===== config.mk =====
export PLATFORM = sky130hd
export DESIGN_NAME = hsv_core_branch_unit_flat
export DESIGN_NICKNAME = d
export VERILOG_FILES = /design/src/rtl/hsv_core_pkg.sv /design/src/rtl/hsv_core_branch_unit_if.sv /design/src/rtl/hsv_core_branch_fifo.sv /design/src/rtl/hsv_core_branch_unit.sv /design/src/flat_wrapper.sv
export SDC_FILE = /design/constraint.sdc
export NUM_CORES = 1
export LEC_CHECK = 0
export CAP_MARGIN = 20
export CORE_ASPECT_RATIO = 0.9
export CORE_MARGIN = 2
export CORE_UTILIZATION = 27
export CTS_CLUSTER_DIAMETER = 150
export DETAILED_ROUTE_END_ITERATION = 8
export GPL_TIMING_DRIVEN = 0
export HOLD_SLACK_MARGIN = 0.08
export PLACE_DENSITY_LB_ADDON = 0.08
export SYNTH_ARGS = -nofsm -noshare
export SYNTH_HDL_FRONTEND = slang
export SYNTH_HIERARCHICAL = 1
export SYNTH_SLANG_ARGS = --single-unit

===== constraint.sdc =====
create_clock -name clk_core -period 4.45 [get_ports clk_core]
set_input_delay 0.445 -clock clk_core [delete_from_list [all_inputs] [get_ports clk_core]]
set_output_delay 0.445 -clock clk_core [all_outputs]
set_load 0.02 [all_outputs]

===== src/rtl/hsv_core_pkg.sv =====
// Shared hsv_core types for the branch unit: the op encoding and the retired-result layout.
package hsv_core_pkg;

    localparam int HSV_XLEN  = 32;
    localparam int HSV_TAG_W = 4;

    typedef enum logic [2:0] {
        BEQ  = 3'd0,
        BNE  = 3'd1,
        JAL  = 3'd2,
        JALR = 3'd3,
        BLT  = 3'd4,
        BGE  = 3'd5,
        BLTU = 3'd6,
        BGEU = 3'd7
    } branch_op_t;

    typedef struct packed {
        logic [HSV_TAG_W-1:0] tag;
        logic [HSV_XLEN-1:0]  link;
        logic [HSV_XLEN-1:0]  next_pc;
        logic                 mispredict;
        logic                 exc_misaligned;
    } branch_result_t;

    function automatic logic is_jump(branch_op_t op);
        return (op == JAL) || (op == JALR);
    endfunction

endpackage


===== src/rtl/hsv_core_branch_unit_if.sv =====
// Issue-side and commit-side handshakes of the branch unit, bundled for port connection.
interface hsv_core_branch_unit_if
    import hsv_core_pkg::*;
#(
    parameter int XLEN  = 32,
    parameter int TAG_W = 4
);
    logic             valid_i;
    logic             ready_o;
    branch_op_t       in_op;
    logic [XLEN-1:0]  in_pc;
    logic [XLEN-1:0]  in_rs1;
    logic [XLEN-1:0]  in_rs2;
    logic [XLEN-1:0]  in_imm;
    logic             in_rvc;
    logic             in_pred_taken;
    logic [XLEN-1:0]  in_pred_target;
    logic [TAG_W-1:0] in_tag;

    logic             valid_o;
    logic             ready_i;
    logic [TAG_W-1:0] out_tag;
    logic [XLEN-1:0]  out_link;
    logic [XLEN-1:0]  out_next_pc;
    logic             out_mispredict;
    logic             out_exc_misaligned;

    modport slave (
        input  valid_i, in_op, in_pc, in_rs1, in_rs2, in_imm, in_rvc,
               in_pred_taken, in_pred_target, in_tag, ready_i,
        output ready_o, valid_o, out_tag, out_link, out_next_pc,
               out_mispredict, out_exc_misaligned
    );

    modport master (
        output valid_i, in_op, in_pc, in_rs1, in_rs2, in_imm, in_rvc,
               in_pred_taken, in_pred_target, in_tag, ready_i,
        input  ready_o, valid_o, out_tag, out_link, out_next_pc,
               out_mispredict, out_exc_misaligned
    );
endinterface


===== src/rtl/hsv_core_branch_fifo.sv =====
// Result FIFO for the branch unit; read data is the registered entry at the read pointer.
module hsv_core_branch_fifo #(
    parameter int WIDTH = 8,
    parameter int DEPTH = 4
) (
    input  logic                   clk_core,
    input  logic                   rst_core_n,
    input  logic                   push,
    input  logic [WIDTH-1:0]       wdata,
    input  logic                   pop,
    input  logic                   flush,
    output logic [WIDTH-1:0]       rdata,
    output logic [$clog2(DEPTH):0] count
);
    localparam int PTR_W = $clog2(DEPTH);

    logic [WIDTH-1:0]   mem_q [DEPTH];
    logic [WIDTH-1:0]   mem_d [DEPTH];
    logic [PTR_W-1:0]   wr_ptr_q, wr_ptr_d;
    logic [PTR_W-1:0]   rd_ptr_q, rd_ptr_d;
    logic [PTR_W:0]     count_q, count_d;

    // DEPTH is a power of two, so the pointers wrap by plain overflow.
    always_comb begin
        mem_d    = mem_q;
        wr_ptr_d = wr_ptr_q;
        rd_ptr_d = rd_ptr_q;
        count_d  = count_q;
        if (flush) begin
            wr_ptr_d = '0;
            rd_ptr_d = '0;
            count_d  = '0;
        end else begin
            if (push) begin
                mem_d[wr_ptr_q] = wdata;
                wr_ptr_d        = wr_ptr_q + PTR_W'(1);
            end
            if (pop) begin
                rd_ptr_d = rd_ptr_q + PTR_W'(1);
            end
            if (push && !pop) begin
                count_d = count_q + (PTR_W+1)'(1);
            end else if (pop && !push) begin
                count_d = count_q - (PTR_W+1)'(1);
            end
        end
    end

    always_ff @(posedge clk_core or negedge rst_core_n) begin
        if (!rst_core_n) begin
            for (int i = 0; i < DEPTH; i++) begin
                mem_q[i] <= '0;
            end
            wr_ptr_q <= '0;
            rd_ptr_q <= '0;
            count_q  <= '0;
        end else begin
            mem_q    <= mem_d;
            wr_ptr_q <= wr_ptr_d;
            rd_ptr_q <= rd_ptr_d;
            count_q  <= count_d;
        end
    end

    assign rdata = mem_q[rd_ptr_q];
    assign count = count_q;

endmodule


===== src/rtl/hsv_core_branch_unit.sv =====
// Branch execution unit: resolves branches and jumps through two stages into a credit-managed
// result FIFO, with flush handshake and saturating retirement statistics.
module hsv_core_branch_unit
    import hsv_core_pkg::*;
#(
    parameter int XLEN       = 32,
    parameter int FIFO_DEPTH = 4,
    parameter int C_EXT      = 0,
    parameter int TAG_W      = 4,
    parameter int CNT_W      = 32
) (
    input  logic                    clk_core,
    input  logic                    rst_core_n,
    input  logic                    flush_req,
    output logic                    flush_ack,
    hsv_core_branch_unit_if.slave   bus,
    output logic [CNT_W-1:0]        stat_branches,
    output logic [CNT_W-1:0]        stat_mispred
);
    localparam int CNT_FW = $clog2(FIFO_DEPTH) + 1;

    // Same field order as branch_result_t, sized by this instance's parameters.
    typedef struct packed {
        logic [TAG_W-1:0] tag;
        logic [XLEN-1:0]  link;
        logic [XLEN-1:0]  next_pc;
        logic             mispredict;
        logic             exc_misaligned;
    } result_t;

    typedef struct packed {
        logic [TAG_W-1:0] tag;
        logic             taken;
        logic [XLEN-1:0]  target;
        logic [XLEN-1:0]  link;
        logic             pred_taken;
        logic [XLEN-1:0]  pred_target;
    } s1_t;

    logic              s1_valid_q, s1_valid_d;
    s1_t               s1_q, s1_d;
    logic              s2_valid_q, s2_valid_d;
    result_t           s2_q, s2_d;
    logic              flush_ack_q, flush_ack_d;
    logic [CNT_W-1:0]  stat_branches_q, stat_branches_d;
    logic [CNT_W-1:0]  stat_mispred_q, stat_mispred_d;

    logic              taken;
    logic              accept;
    logic              pop;
    logic              exc;
    logic [CNT_FW-1:0] fifo_count;
    logic [CNT_FW:0]   occupancy;
    result_t           fifo_rdata;

    // Credits cover everything in flight, so stage 2 always finds a free FIFO slot.
    assign occupancy   = {1'b0, fifo_count} + (CNT_FW+1)'(s1_valid_q) + (CNT_FW+1)'(s2_valid_q);
    assign bus.ready_o = !flush_req && (occupancy < (CNT_FW+1)'(FIFO_DEPTH));
    assign bus.valid_o = !flush_req && (fifo_count != '0);
    assign accept      = bus.valid_i && bus.ready_o;
    assign pop         = bus.valid_o && bus.ready_i;

    always_comb begin
        taken = 1'b0;
        if (is_jump(bus.in_op)) begin
            taken = 1'b1;
        end else begin
            case (bus.in_op)
                BEQ:     taken = (bus.in_rs1 == bus.in_rs2);
                BNE:     taken = (bus.in_rs1 != bus.in_rs2);
                BLT:     taken = ($signed(bus.in_rs1) <  $signed(bus.in_rs2));
                BGE:     taken = ($signed(bus.in_rs1) >= $signed(bus.in_rs2));
                BLTU:    taken = (bus.in_rs1 <  bus.in_rs2);
                BGEU:    taken = (bus.in_rs1 >= bus.in_rs2);
                default: taken = 1'b0;
            endcase
        end
    end

    always_comb begin
        s1_valid_d = accept && !flush_req;
        s1_d       = s1_q;
        if (accept) begin
            s1_d.tag         = bus.in_tag;
            s1_d.taken       = taken;
            s1_d.target      = (bus.in_op == JALR) ? ((bus.in_rs1 + bus.in_imm) & ~XLEN'(1))
                                                   : (bus.in_pc + bus.in_imm);
            s1_d.link        = bus.in_pc + (bus.in_rvc ? XLEN'(2) : XLEN'(4));
            s1_d.pred_taken  = bus.in_pred_taken;
            s1_d.pred_target = bus.in_pred_target;
        end
    end

    // A misaligned target raises an exception instead of a redirect, so it never mispredicts.
    always_comb begin
        exc        = s1_q.taken && s1_q.target[1] && (C_EXT == 0);
        s2_valid_d = s1_valid_q && !flush_req;
        s2_d       = s2_q;
        if (s1_valid_q) begin
            s2_d.tag            = s1_q.tag;
            s2_d.link           = s1_q.link;
            s2_d.next_pc        = s1_q.taken ? s1_q.target : s1_q.link;
            s2_d.exc_misaligned = exc;
            s2_d.mispredict     = !exc && ((s1_q.pred_taken != s1_q.taken) ||
                                           (s1_q.taken && (s1_q.pred_target != s1_q.target)));
        end
    end

    always_comb begin
        flush_ack_d     = flush_req;
        stat_branches_d = stat_branches_q;
        stat_mispred_d  = stat_mispred_q;
        if (pop) begin
            if (stat_branches_q != '1) begin
                stat_branches_d = stat_branches_q + CNT_W'(1);
            end
            if (fifo_rdata.mispredict && (stat_mispred_q != '1)) begin
                stat_mispred_d = stat_mispred_q + CNT_W'(1);
            end
        end
    end

    always_ff @(posedge clk_core or negedge rst_core_n) begin
        if (!rst_core_n) begin
            s1_valid_q      <= 1'b0;
            s1_q            <= '0;
            s2_valid_q      <= 1'b0;
            s2_q            <= '0;
            flush_ack_q     <= 1'b0;
            stat_branches_q <= '0;
            stat_mispred_q  <= '0;
        end else begin
            s1_valid_q      <= s1_valid_d;
            s1_q            <= s1_d;
            s2_valid_q      <= s2_valid_d;
            s2_q            <= s2_d;
            flush_ack_q     <= flush_ack_d;
            stat_branches_q <= stat_branches_d;
            stat_mispred_q  <= stat_mispred_d;
        end
    end

    hsv_core_branch_fifo #(
        .WIDTH ($bits(result_t)),
        .DEPTH (FIFO_DEPTH)
    ) u_fifo (
        .clk_core   (clk_core),
        .rst_core_n (rst_core_n),
        .push       (s2_valid_q && !flush_req),
        .wdata      (s2_q),
        .pop        (pop),
        .flush      (flush_req),
        .rdata      (fifo_rdata),
        .count      (fifo_count)
    );

    assign flush_ack              = flush_ack_q;
    assign stat_branches          = stat_branches_q;
    assign stat_mispred           = stat_mispred_q;
    assign bus.out_tag            = fifo_rdata.tag;
    assign bus.out_link           = fifo_rdata.link;
    assign bus.out_next_pc        = fifo_rdata.next_pc;
    assign bus.out_mispredict     = fifo_rdata.mispredict;
    assign bus.out_exc_misaligned = fifo_rdata.exc_misaligned;

endmodule

===== src/flat_wrapper.sv =====
// flat-port wrapper written by rule: the top's interface ports become plain ports
module hsv_core_branch_unit_flat import hsv_core_pkg::*;
#(
    parameter int XLEN       = 32,
    parameter int FIFO_DEPTH = 4,
    parameter int C_EXT      = 0,
    parameter int TAG_W      = 4,
    parameter int CNT_W      = 32
)
  (clk_core, rst_core_n, flush_req, flush_ack, stat_branches, stat_mispred, bus_valid_i, bus_in_op, bus_in_pc, bus_in_rs1, bus_in_rs2, bus_in_imm, bus_in_rvc, bus_in_pred_taken, bus_in_pred_target, bus_in_tag, bus_ready_i, bus_ready_o, bus_valid_o, bus_out_tag, bus_out_link, bus_out_next_pc, bus_out_mispredict, bus_out_exc_misaligned);
  hsv_core_branch_unit_if #(.XLEN(XLEN), .TAG_W(TAG_W)) bus_i ();
  input  logic clk_core;
  input  logic rst_core_n;
  input  logic flush_req;
  output logic flush_ack;
  output logic [CNT_W-1:0] stat_branches;
  output logic [CNT_W-1:0] stat_mispred;
  input wire logic [$bits(bus_i.valid_i)-1:0] bus_valid_i;
  input wire logic [$bits(bus_i.in_op)-1:0] bus_in_op;
  input wire logic [$bits(bus_i.in_pc)-1:0] bus_in_pc;
  input wire logic [$bits(bus_i.in_rs1)-1:0] bus_in_rs1;
  input wire logic [$bits(bus_i.in_rs2)-1:0] bus_in_rs2;
  input wire logic [$bits(bus_i.in_imm)-1:0] bus_in_imm;
  input wire logic [$bits(bus_i.in_rvc)-1:0] bus_in_rvc;
  input wire logic [$bits(bus_i.in_pred_taken)-1:0] bus_in_pred_taken;
  input wire logic [$bits(bus_i.in_pred_target)-1:0] bus_in_pred_target;
  input wire logic [$bits(bus_i.in_tag)-1:0] bus_in_tag;
  input wire logic [$bits(bus_i.ready_i)-1:0] bus_ready_i;
  output wire logic [$bits(bus_i.ready_o)-1:0] bus_ready_o;
  output wire logic [$bits(bus_i.valid_o)-1:0] bus_valid_o;
  output wire logic [$bits(bus_i.out_tag)-1:0] bus_out_tag;
  output wire logic [$bits(bus_i.out_link)-1:0] bus_out_link;
  output wire logic [$bits(bus_i.out_next_pc)-1:0] bus_out_next_pc;
  output wire logic [$bits(bus_i.out_mispredict)-1:0] bus_out_mispredict;
  output wire logic [$bits(bus_i.out_exc_misaligned)-1:0] bus_out_exc_misaligned;
  assign bus_i.valid_i = bus_valid_i;
  assign bus_i.in_op = bus_in_op;
  assign bus_i.in_pc = bus_in_pc;
  assign bus_i.in_rs1 = bus_in_rs1;
  assign bus_i.in_rs2 = bus_in_rs2;
  assign bus_i.in_imm = bus_in_imm;
  assign bus_i.in_rvc = bus_in_rvc;
  assign bus_i.in_pred_taken = bus_in_pred_taken;
  assign bus_i.in_pred_target = bus_in_pred_target;
  assign bus_i.in_tag = bus_in_tag;
  assign bus_i.ready_i = bus_ready_i;
  assign bus_ready_o = bus_i.ready_o;
  assign bus_valid_o = bus_i.valid_o;
  assign bus_out_tag = bus_i.out_tag;
  assign bus_out_link = bus_i.out_link;
  assign bus_out_next_pc = bus_i.out_next_pc;
  assign bus_out_mispredict = bus_i.out_mispredict;
  assign bus_out_exc_misaligned = bus_i.out_exc_misaligned;
  hsv_core_branch_unit #(.XLEN(XLEN), .FIFO_DEPTH(FIFO_DEPTH), .C_EXT(C_EXT), .TAG_W(TAG_W), .CNT_W(CNT_W)) u_core (.clk_core(clk_core), .rst_core_n(rst_core_n), .flush_req(flush_req), .flush_ack(flush_ack), .bus(bus_i), .stat_branches(stat_branches), .stat_mispred(stat_mispred));
endmodule

# [Word level (Yosys, flattened, before mapping)]
# Cells that the tools add are included.
[word_totals] regBits=526 input_bits=174 word_cells=104
[classes] add_sub_neg=11 order_cmp=8 eq_ne=13 n_mux=18 n_bitwise=3 n_reduce_logical=28
[op_table] cell="$bwmux W280" n=1
[op_table] cell="$mux W70" n=3
[op_table] cell="$bmux W70 S2" n=1
[op_table] cell="$demux W70 S2" n=1
[op_table] cell="$add A32 B32 Y32" n=3
[op_table] cell="$add A32 B1 Y32 const B" n=2
[op_table] cell="$ge A32 B32 Y1" n=2
[op_table] cell="$lt A32 B32 Y1" n=2
[op_table] cell="$mux W32" n=2
[op_table] cell="$ne A32 B32 Y1" n=2
[op_table] cell="$ne A32 B32 Y1 const B" n=2
[op_table] cell="$eq A32 B32 Y1" n=1
[op_table] cell="$logic_and A1 B1 Y1" n=14
[op_table] cell="$eq A3 B3 Y1 const B" n=4
[op_table] cell="$mux W3" n=4
[op_table] cell="$mux W2" n=4
[op_table] cell="$eq A3 B2 Y1 const B" n=2
[op_table] cell="$ge A3 B3 Y1 const B" n=2
[op_table] cell="$not A2 Y3" n=2
[op_table] cell="$pmux W1 S6" n=1
[op_table] cell="$reduce_and A2 Y1" n=3
[op_table] cell="$reduce_bool A3 Y1" n=2
[op_table] cell="$add A2 B1 Y2 const B" n=2
[op_table] cell="$add A3 B1 Y4" n=1
[op_table] cell="other kinds (13)" n=18

# [Longest topological paths before layout]
# Gate-level depths: netlist of the first run.
[depth] word_depth=7 depth_mapped=12 ltp_nobuf=12

# [Cells and area by module]
# The synthesis of the first run kept the hierarchy.
[by_module_without_submodules] mod="hsv_core_branch_unit" instances=1 cells_each=1591 area_per_inst_um2=14764.2 seq_area_each_um2=5980.7
[by_module_without_submodules] mod="hsv_core_branch_fifo" instances=1 cells_each=717 area_per_inst_um2=13940.9 seq_area_each_um2=7181.9

# [Worst setup path before layout of the first run]
# No wires, ideal clock.
[synth_path] path_type="input -> register" start="input port bus_in_rs1[1]" end="register u_core/s1_q[95] (netlist bit)" arrival_time_ns=2.665 setup_slack_ns=1.692 stages=11 path_buffers=0 path_cell_list="inv_1 -> fa_1 -> nand2b_1 -> a21oi_1 -> o41ai_2 -> o21a_1 -> o21a_4 -> o41ai_4 -> a311oi_1 -> xor2_1 -> o31ai_2"
[synth_via] elab_chain_len=2
[synth_rtl] element="start, declared" line_no="flat_wrapper.sv:21" rtl="input wire logic [$bits(bus_i.in_rs1)-1:0] bus_in_rs1;"
[synth_rtl] element="$add A32 B32 Y32" line_no="hsv_core_branch_unit.sv:86" rtl="s1_d.target = (bus.in_op == JALR) ? ((bus.in_rs1 + bus.in_imm) & ~XLEN'(1))"
[synth_rtl] element="$mux W32" line_no="hsv_core_branch_unit.sv:86"
[synth_rtl] element="end signal, assigned" line_no="hsv_core_branch_unit.sv:126" rtl="s1_q <= '0;"
[synth_rtl] element="end signal, assigned" line_no="hsv_core_branch_unit.sv:134" rtl="s1_q <= s1_d;"
[synth_rtl] element="end, declared" line_no="hsv_core_branch_unit.sv:41" rtl="s1_t s1_q, s1_d;"
# Every way passes these cells.
# A chain may end at the register's enable or synchronous reset.

# [Final worst setup path of the first run]
[layout_path] start="register u_core.u_fifo.rd_ptr_q[0]" end="output port bus_out_mispredict"
[layout_via] elab_chain_len=4
[layout_rtl] element="start, declared" line_no="hsv_core_branch_fifo.sv:20" rtl="logic [PTR_W-1:0] rd_ptr_q, rd_ptr_d;"
[layout_rtl] element="start signal, assigned" line_no="hsv_core_branch_fifo.sv:60" rtl="rd_ptr_q <= rd_ptr_d;"
[layout_rtl] element="$not A2 Y3 (implied by the code)" line_no="hsv_core_branch_fifo.sv:65" rtl="assign rdata = mem_q[rd_ptr_q];"
[layout_rtl] element="$bmux W70 S2" line_no="hsv_core_branch_fifo.sv:65"
[layout_rtl] element="$mux W70 (implied by the code) (2 in series)" line_no="hsv_core_branch_fifo.sv:65"
[layout_rtl] element="end, declared" line_no="flat_wrapper.sv:34" rtl="output wire logic [$bits(bus_i.out_mispredict)-1:0] bus_out_mispredict;"
# Every way passes these cells. The select of a mux whose other input is x is not followed.

==> results of run 1 <==
-- per-layer routing --
metal  vias up  part of all wire, %
li1       9044                    -
met1      9637                   48
met2       407                   47
met3        96                  3.4
met4         0                  2.1
met5         -                    0
-- cell families (layout without fill, tap and decap cells) --
| family | count (synthesis) | in the layout |
|---|---|---|
| buffers and inverters | 161 | 595 |
| AOI/OAI and AO/OA | 334 | 334 |
| xor gates and xnor gates | 174 | 174 |
| and+or+nand+nor | 577 | 577 |
| adders and majority gates | 107 | 107 |
| muxes | 429 | 429 |
| DFF | 526 | 526 |
-- placed cells by master, fill, tap and decap left out, drive strengths merged, types with 13 or more instances in the layout --
master / instances
a21o: 46
clkdlybuf4s50: 309
and3: 34
a21oi: 106
a31oi: 14
o21a: 13
inv: 63
clkinv: 21
nand3: 33
mux2i: 41
dfrtp: 526
ha: 103
nor2: 111
buf: 58
nand2: 271
o21ai: 88
xnor2: 98
mux2: 318
xor2: 76
mux4: 70
clkbuf: 134
nand4: 41
nor3: 18
-- how the worst max path moves through the flow --
stage	startpoint	end	slack, ns	cells past startpoint
after floorplan	bus_in_rs1[1]	u_core/s1_q[95]	1.69	11
after global placement	rst_core_n	u_core/s1_q[93]	-21.24	1
after detailed placement	bus_in_rs1[1]	u_core/s1_q[91]	0.55	12
after CTS	u_core/u_fifo/rd_ptr_q[0]	bus_out_mispredict	0.85	4
after global routing	u_core/u_fifo/rd_ptr_q[0]	bus_out_mispredict	0.80	4
final	u_core/u_fifo/rd_ptr_q[0]	bus_out_mispredict	0.95	4
-- power by group through the flow --
stage	clock [mW]	combinational (mW)	sequential [mW]
after floorplan	0	2.53	6.12
after global placement	0	4.26	6.49
after detailed placement	0	4.31	6.52
after CTS	5.58	4.33	6.44
after global routing	5.78	4.55	6.55
final	5.38	4.22	6.43
-- critical path: stages, from the launching register on --
cell and delay (ns):
dfrtp_1 0.32, buf_2 0.35, buf_2 0.53, mux4_2 0.64
clkdlybuf4s50_1 0.57
-- registers in the layout, summed over array words and instances, names as in the netlist, 2 cells and up --
register                count
u_core/u_fifo/count         3
u_core/stat_branches       32
u_core/stat_mispred        32
u_core/s2_q                70
u_core/u_fifo/wr_ptr_q      2
u_core/u_fifo/rd_ptr_q      2
u_core/s1_q               102
u_core/u_fifo/mem_q       280
-- synth_stat cells (5+ instances only) --
cell	number	area (µm²)
mux2i_1	41	410
inv_1	61	229
mux2_2	38	428
buf_1	7	26.3
clkbuf_1	50	188
xnor2_1	98	858
a211oi_1	6	45.0
o21ai_0	83	415
nand2b_1	9	56.3
mux2_4	280	4200
buf_2	7	35.0
and3_1	33	206
nand4_1	41	257
xor2_1	76	666
nor4_1	6	37.5
a31oi_1	14	87.6
or2_2	5	31.3
nor2_1	111	417
and2_1	7	43.8
dfrtp_1	526	13200
o21a_1	11	82.6
mux4_2	70	1580
and4_1	10	87.6
nand3_1	32	160
o31ai_1	7	52.6
buf_12	29	581
o211ai_1	7	52.6
or3_1	8	50.1
buf_4	5	37.5
nor3_1	18	90.1
a21oi_1	105	526
nor2b_1	7	43.8
nand2_1	267	1000
a21o_1	46	345
ha_1	103	1290
-- area by class of cell --
| class | count | area [µm²] | share of cell area (%) |
|---|---|---|---|
| inverters | 62 | 233 | 0.648 |
| clock buffers | 84 | 1760 | 4.91 |
| plain buffers | 99 | 878 | 2.45 |
| well taps | 1380 | 1730 | 4.81 |
| repair buffers | 319 | 3310 | 9.20 |
| clock inverters | 31 | 409 | 1.14 |
| multi-input cells | 1621 | 14400 | 40.2 |
| flip-flops and latches | 526 | 13200 | 36.6 |
-- per-stage QoR --
step                total power, mW  instances
finish                         16.0       4122
global route                   16.9       4122
CTS                            16.4       4122
detailed placement             10.8       4006
global placement               10.7       3998
floorplan                      8.66       2308
==> run_results.csv, run 1 <==
group,metric,value,unit
status,status,"complete, no violations",
sta,fmax,286,MHz
cells_and_area,fin_area,0.0359,mm²
synthesis,synthSimpleGateAreaFrac,9.62,%
sta,fin_skew,0.0249,ns
clock_tree,cts.path.max_buffers,3,
synthesis,synth_top_family_by_area,"multiplexers",
cells_and_area,num_antenna_cells,0,
setup_path,cp_max_fo,10,
placed_design,pre_cts_slack,0.552,ns
synthesis,yosysWarnings,6,
synthesis,synthMuxAreaShare,23.1,%
power,leakage,16.9,nW
setup_path,critPathArrivalTime,3.05,ns
power,p_comb_share,26.3,%
setup_path,path_class,"flop to output pin",
clock_tree,cts_sinks,526,
sta,maxSlewViolCount,0,
cells_and_area,final_nets,2971,
sta,rsz0062_at_grt,"false",
detailed_routing,avgRoutedWirePerCell,22.3,µm
sta,setup_viol,0,
floorplan,pin_count,311,
setup_path,r2r-end,"u_core/s1_q[66]",
synthesis,synthArstFlopShare,100,%
cells_and_area,utilization,34.1,%
global_route,track_usage,16.8,%
detailed_routing,ant_nets,0,
detailed_routing,first_pass_iters,5,
global_route,grt.busiest_layer,"met2",
cells_and_area,fillerInstances,10400,
clock_tree,ctsHoldBuffers,1,
synthesis,syn_avg_cell_area,12.4,µm²
floorplan,die_x,348,µm
clock_tree,cts_root_buf,"clkbuf_16",
setup_path,end_kind,"output pin",
sta,worstMarginPinSlew,0.968,ns
detailed_routing,vias,19200,
synthesis,synth_ff_type,"dfrtp_1",
synthesis,syn_area,0.0287,mm²
detailed_routing,drtIter0Drc,985,
clock_tree,htree_levels,2,
placed_design,place_congestion,0.868,
setup_path,worst-endpoint-required,4.01,ns
placed_design,dp_hpwl,71400,µm
sta,tns,0,ns
global_route,overflow,0,
sta,fin_crit_sh,78.6,%
global_route,grt_pass1_wl,137000,µm
sta,period_minus_slack,3.50,ns
floorplan,initial_utilization,27.2,%
global_route,grt_antenna_before_repair,1,
clock_tree,post_cts_buffers,0,
sta,worst_slack,0.952,ns
setup_path,critPathLaunchType,"flop",
synthesis,synth_edf_count,0,
detailed_routing,drt-total-wl,92000,µm
power,p_switching,5.09,mW
floorplan,coreArea,0.105,mm²
detailed_routing,route.detailed.drc,0,
power,swShare,31.8,%
synthesis,syn_inst,2308,
floorplan,die_h,313,µm
placed_design,placed_cell_area,0.0337,mm²
floorplan,num_rows,113,
global_route,grtUsageMet1,23.7,%
setup_path,r2r_start,"u_core/s1_valid_q",
synthesis,ys_ff_latch,526,
clock_tree,clk_pin_slew,0.06,ns
power,internal-power,10.9,mW
synthesis,synth_fp_nets,2589,
power,powerDensity,446,mW/mm²
global_route,grt_pass1_vias,20500,
cells_and_area,drive_gt1_share,21.3,%
clock_tree,cts-buffers-inserted,61,
clock_tree,cts_tree,"done",
sta,holdWs,0.325,ns
global_route,grt_max_degree,116,
synthesis,synth_compound_area_share,7.52,%
sta,slew_headroom,35.5,%
clock_tree,ctsResizeCount,0,
setup_path,rr_worst_depth,9,
clock_tree,clk_latency,0.65,ns
synthesis,synth_fa_ha_area_share,4.77,%
sta,hold_viol,0,
synthesis,yosysUniqueCellTypes,83,
cells_and_area,area_delta_synth_final,25.1,%
run,maxCapViolations,0,
detailed_routing,via_per_inst,4.65,
synthesis,synthXorXnorAreaFrac,5.31,%
power,pwr-share-seq,40.1,%
setup_path,r2r_slack,1.13,ns
global_route,use_met3,2.17,%
power,p_clk_share,33.6,%
hold_path,hp-class,"primary input to asynchronous set/reset pin",
floorplan,die_area,0.109,mm²
synthesis,yosysSeqAreaShare,45.9,%
placed_design,io_buffers,310,
global_route,grt.met2_usage,27.5,%
power,ir_worst_vdd,0.307,mV
(Power assumes the default switching activity.)
==> inputs of run 2 (changes only) <==
clock period = 3.53 ns   (was 4.45 ns; I/O delays follow)
==> run 2 against run 1 <==
Sequential power increased by 26%. Final cell count unchanged. Highest routed layer unchanged. Register-to-register slack got worse by 0.77 ns. Global-route usage unchanged. Non-clock buffer count unchanged. Critical path depth unchanged.
==> run_results.csv, run 2 (synthesis results as in run 1) <==
group,metric,value,unit
status,status,"complete, no violations",
power,p_comb_share,26.3,%
clock_tree,cts_sinks,526,
setup_path,cp_max_fo,10,
clock_tree,cts-buffers-inserted,61,
global_route,grt_pass1_vias,20500,
power,p_switching,6.42,mW
cells_and_area,layout_common_cells,"526 x dfrtp_1, 309 x clkdlybuf4s50_1, 280 x mux2_4",
placed_design,dp_hpwl,71400,µm
power,internal-power,13.8,mW
global_route,grt_pass1_wl,137000,µm
cells_and_area,drive_gt1_share,21.3,%
setup_path,max_stage_delay,0.65,ns
placed_design,place_congestion,0.868,
setup_path,r2r_slack,0.36,ns
power,p_clk_share,33.6,%
placed_design,dp_cells,4006,
clock_tree,clk_pin_slew,0.06,ns
clock_tree,cts_tree,"done",
setup_path,slowest_stage,"mux4_2",
cells_and_area,top_regs,"u_core/u_fifo/mem_q x280, u_core/s1_q x102, u_core/s2_q x70",
cells_and_area,num_antenna_cells,0,
sta,rsz0062_at_grt,"false",
sta,maxSlewViolCount,0,
clock_tree,cts.path.max_buffers,3,
floorplan,coreArea,0.105,mm²
setup_path,worst-endpoint-required,3.18,ns
run,maxCapViolations,0,
global_route,overflow,0,
detailed_routing,avgRoutedWirePerCell,22.3,µm
sta,worst_slack,0.201,ns
sta,period_minus_slack,3.33,ns
floorplan,die_x,348,µm
setup_path,path_class,"flop to output pin",
placed_design,placed_cell_area,0.0337,mm²
sta,fin_crit_sh,94.3,%
clock_tree,clk_latency,0.65,ns
clock_tree,cts_root_buf,"clkbuf_16",
floorplan,num_rows,113,
global_route,track_usage,16.8,%
detailed_routing,route.detailed.drc,0,
floorplan,die_h,313,µm
detailed_routing,via_per_inst,4.65,
setup_path,critPathBufInv,3,
cells_and_area,instances_no_fill,4122,
cells_and_area,fillerInstances,10400,
sta,fmax,300,MHz
sta,holdWs,0.232,ns
sta,setup_viol,0,
setup_path,critPathArrivalTime,2.98,ns
sta,hold_viol,0,
global_route,grt_antenna_before_repair,1,
cells_and_area,area_delta_synth_final,25.1,%
setup_path,end_kind,"output pin",
setup_path,cp_common_cell,"buf_2",
global_route,grtUsageMet1,23.7,%
global_route,grt.met2_usage,27.5,%
cells_and_area,top_register,"u_core/u_fifo/mem_q",
clock_tree,htree_levels,2,
global_route,grt.busiest_layer,"met2",
placed_design,pre_cts_slack,-0.276,ns
setup_path,critPathLaunchType,"flop",
cells_and_area,largest_reg_flops,280,
detailed_routing,ant_nets,0,
global_route,use_met3,2.17,%
detailed_routing,drtIter0Drc,939,
hold_path,hp-class,"primary input to asynchronous set/reset pin",
floorplan,die_area,0.109,mm²
cells_and_area,fin_area,0.0359,mm²
placed_design,io_buffers,310,
clock_tree,post_cts_buffers,0,
global_route,grt_max_degree,116,
sta,fin_skew,0.0247,ns
power,pwr-share-seq,40.1,%
setup_path,crit_family,"buffers and inverters",
floorplan,pin_count,311,
setup_path,cp_cell_sequence,"buf_2 > buf_2 > mux4_2 > clkdlybuf4s50_1",
detailed_routing,drt-total-wl,91900,µm
power,ir_worst_vdd,0.387,mV
cells_and_area,final_nets,2971,
cells_and_area,utilization,34.1,%
power,powerDensity,562,mW/mm²
sta,slew_headroom,35.5,%
power,leakage,16.9,nW
detailed_routing,first_pass_iters,5,
detailed_routing,vias,19200,
sta,tns,0,ns
power,p_total,20.2,mW
power,swShare,31.8,%
floorplan,initial_utilization,27.2,%
cells_and_area,final_common_cell,"dfrtp_1",
sta,worstMarginPinSlew,0.967,ns
run 2: cell count changes in the layout (fill, tap and decap cells not counted), sizes merged:
cell    previous run  this run
clkbuf           134       136
buf               58        56
run 2: layout make-up:
type	count	area (µm²)	share of cell area, %
Timing Repair Buffer	319	3310	9.20
Multi-Input combinational cell	1621	14400	40.2
Sequential cell	526	13200	36.6
Clock buffer	84	1760	4.91
Tap cell	1380	1730	4.81
Clock inverter	31	409	1.14
Buffer	99	883	2.46
Inverter	62	233	0.648
run 2: worst register-to-register path, delay by kind of cell (launching register included):
family / cells / cell delay (ns)
flip-flops: 1 / 0.32
AO/OA/AOI/OAI: 2 / 0.34
buffers and inverters: 5 / 2.03
AND/OR/NAND/NOR: 3 / 0.45
run 2: timing repair:
action / 4_1_cts / 5_1_grt
setup endpoints to repair: 0 / 6
hold buffers: 1 / 0
gates resized for setup: 0 / 5
hold endpoints to repair: 60 / 0
run 2: power groups by stage:
| stage | Clock [mW] | Combinational (mW) | Sequential [mW] |
|---|---|---|---|
| 2_1_floorplan | 0 | 3.19 | 7.72 |
| 3_3_place_gp | 0 | 5.37 | 8.18 |
| 3_5_place_dp | 0 | 5.44 | 8.22 |
| 4_1_cts | 7.04 | 5.45 | 8.12 |
| 5_1_grt | 7.29 | 5.74 | 8.26 |
| 6_report | 6.78 | 5.31 | 8.10 |
run 2: metal layers:
| metal | routed length [µm] | share of wire (%) |
|---|---|---|
| met5 | 0 | 0 |
| met4 | 1890 | 2.1 |
| met3 | 3330 | 3.6 |
| met2 | 43100 | 47 |
| met1 | 43700 | 47 |
run 2: final timing paths:
path,start,end,cells past startpoint
worst max-delay path,u_core/u_fifo/rd_ptr_q[0],bus_out_link[10],4
worst min-delay path,rst_core_n,u_core/stat_branches[24],2
worst max register to register,u_core/s1_valid_q,u_core/s1_q[33],10
worst min register to register,u_core/s1_q[99],u_core/s1_q[99],2
max in group asynchronous,rst_core_n,u_core/s1_q[27],5
min in group clk_core,bus_in_pred_target[22],u_core/s1_q[22],3
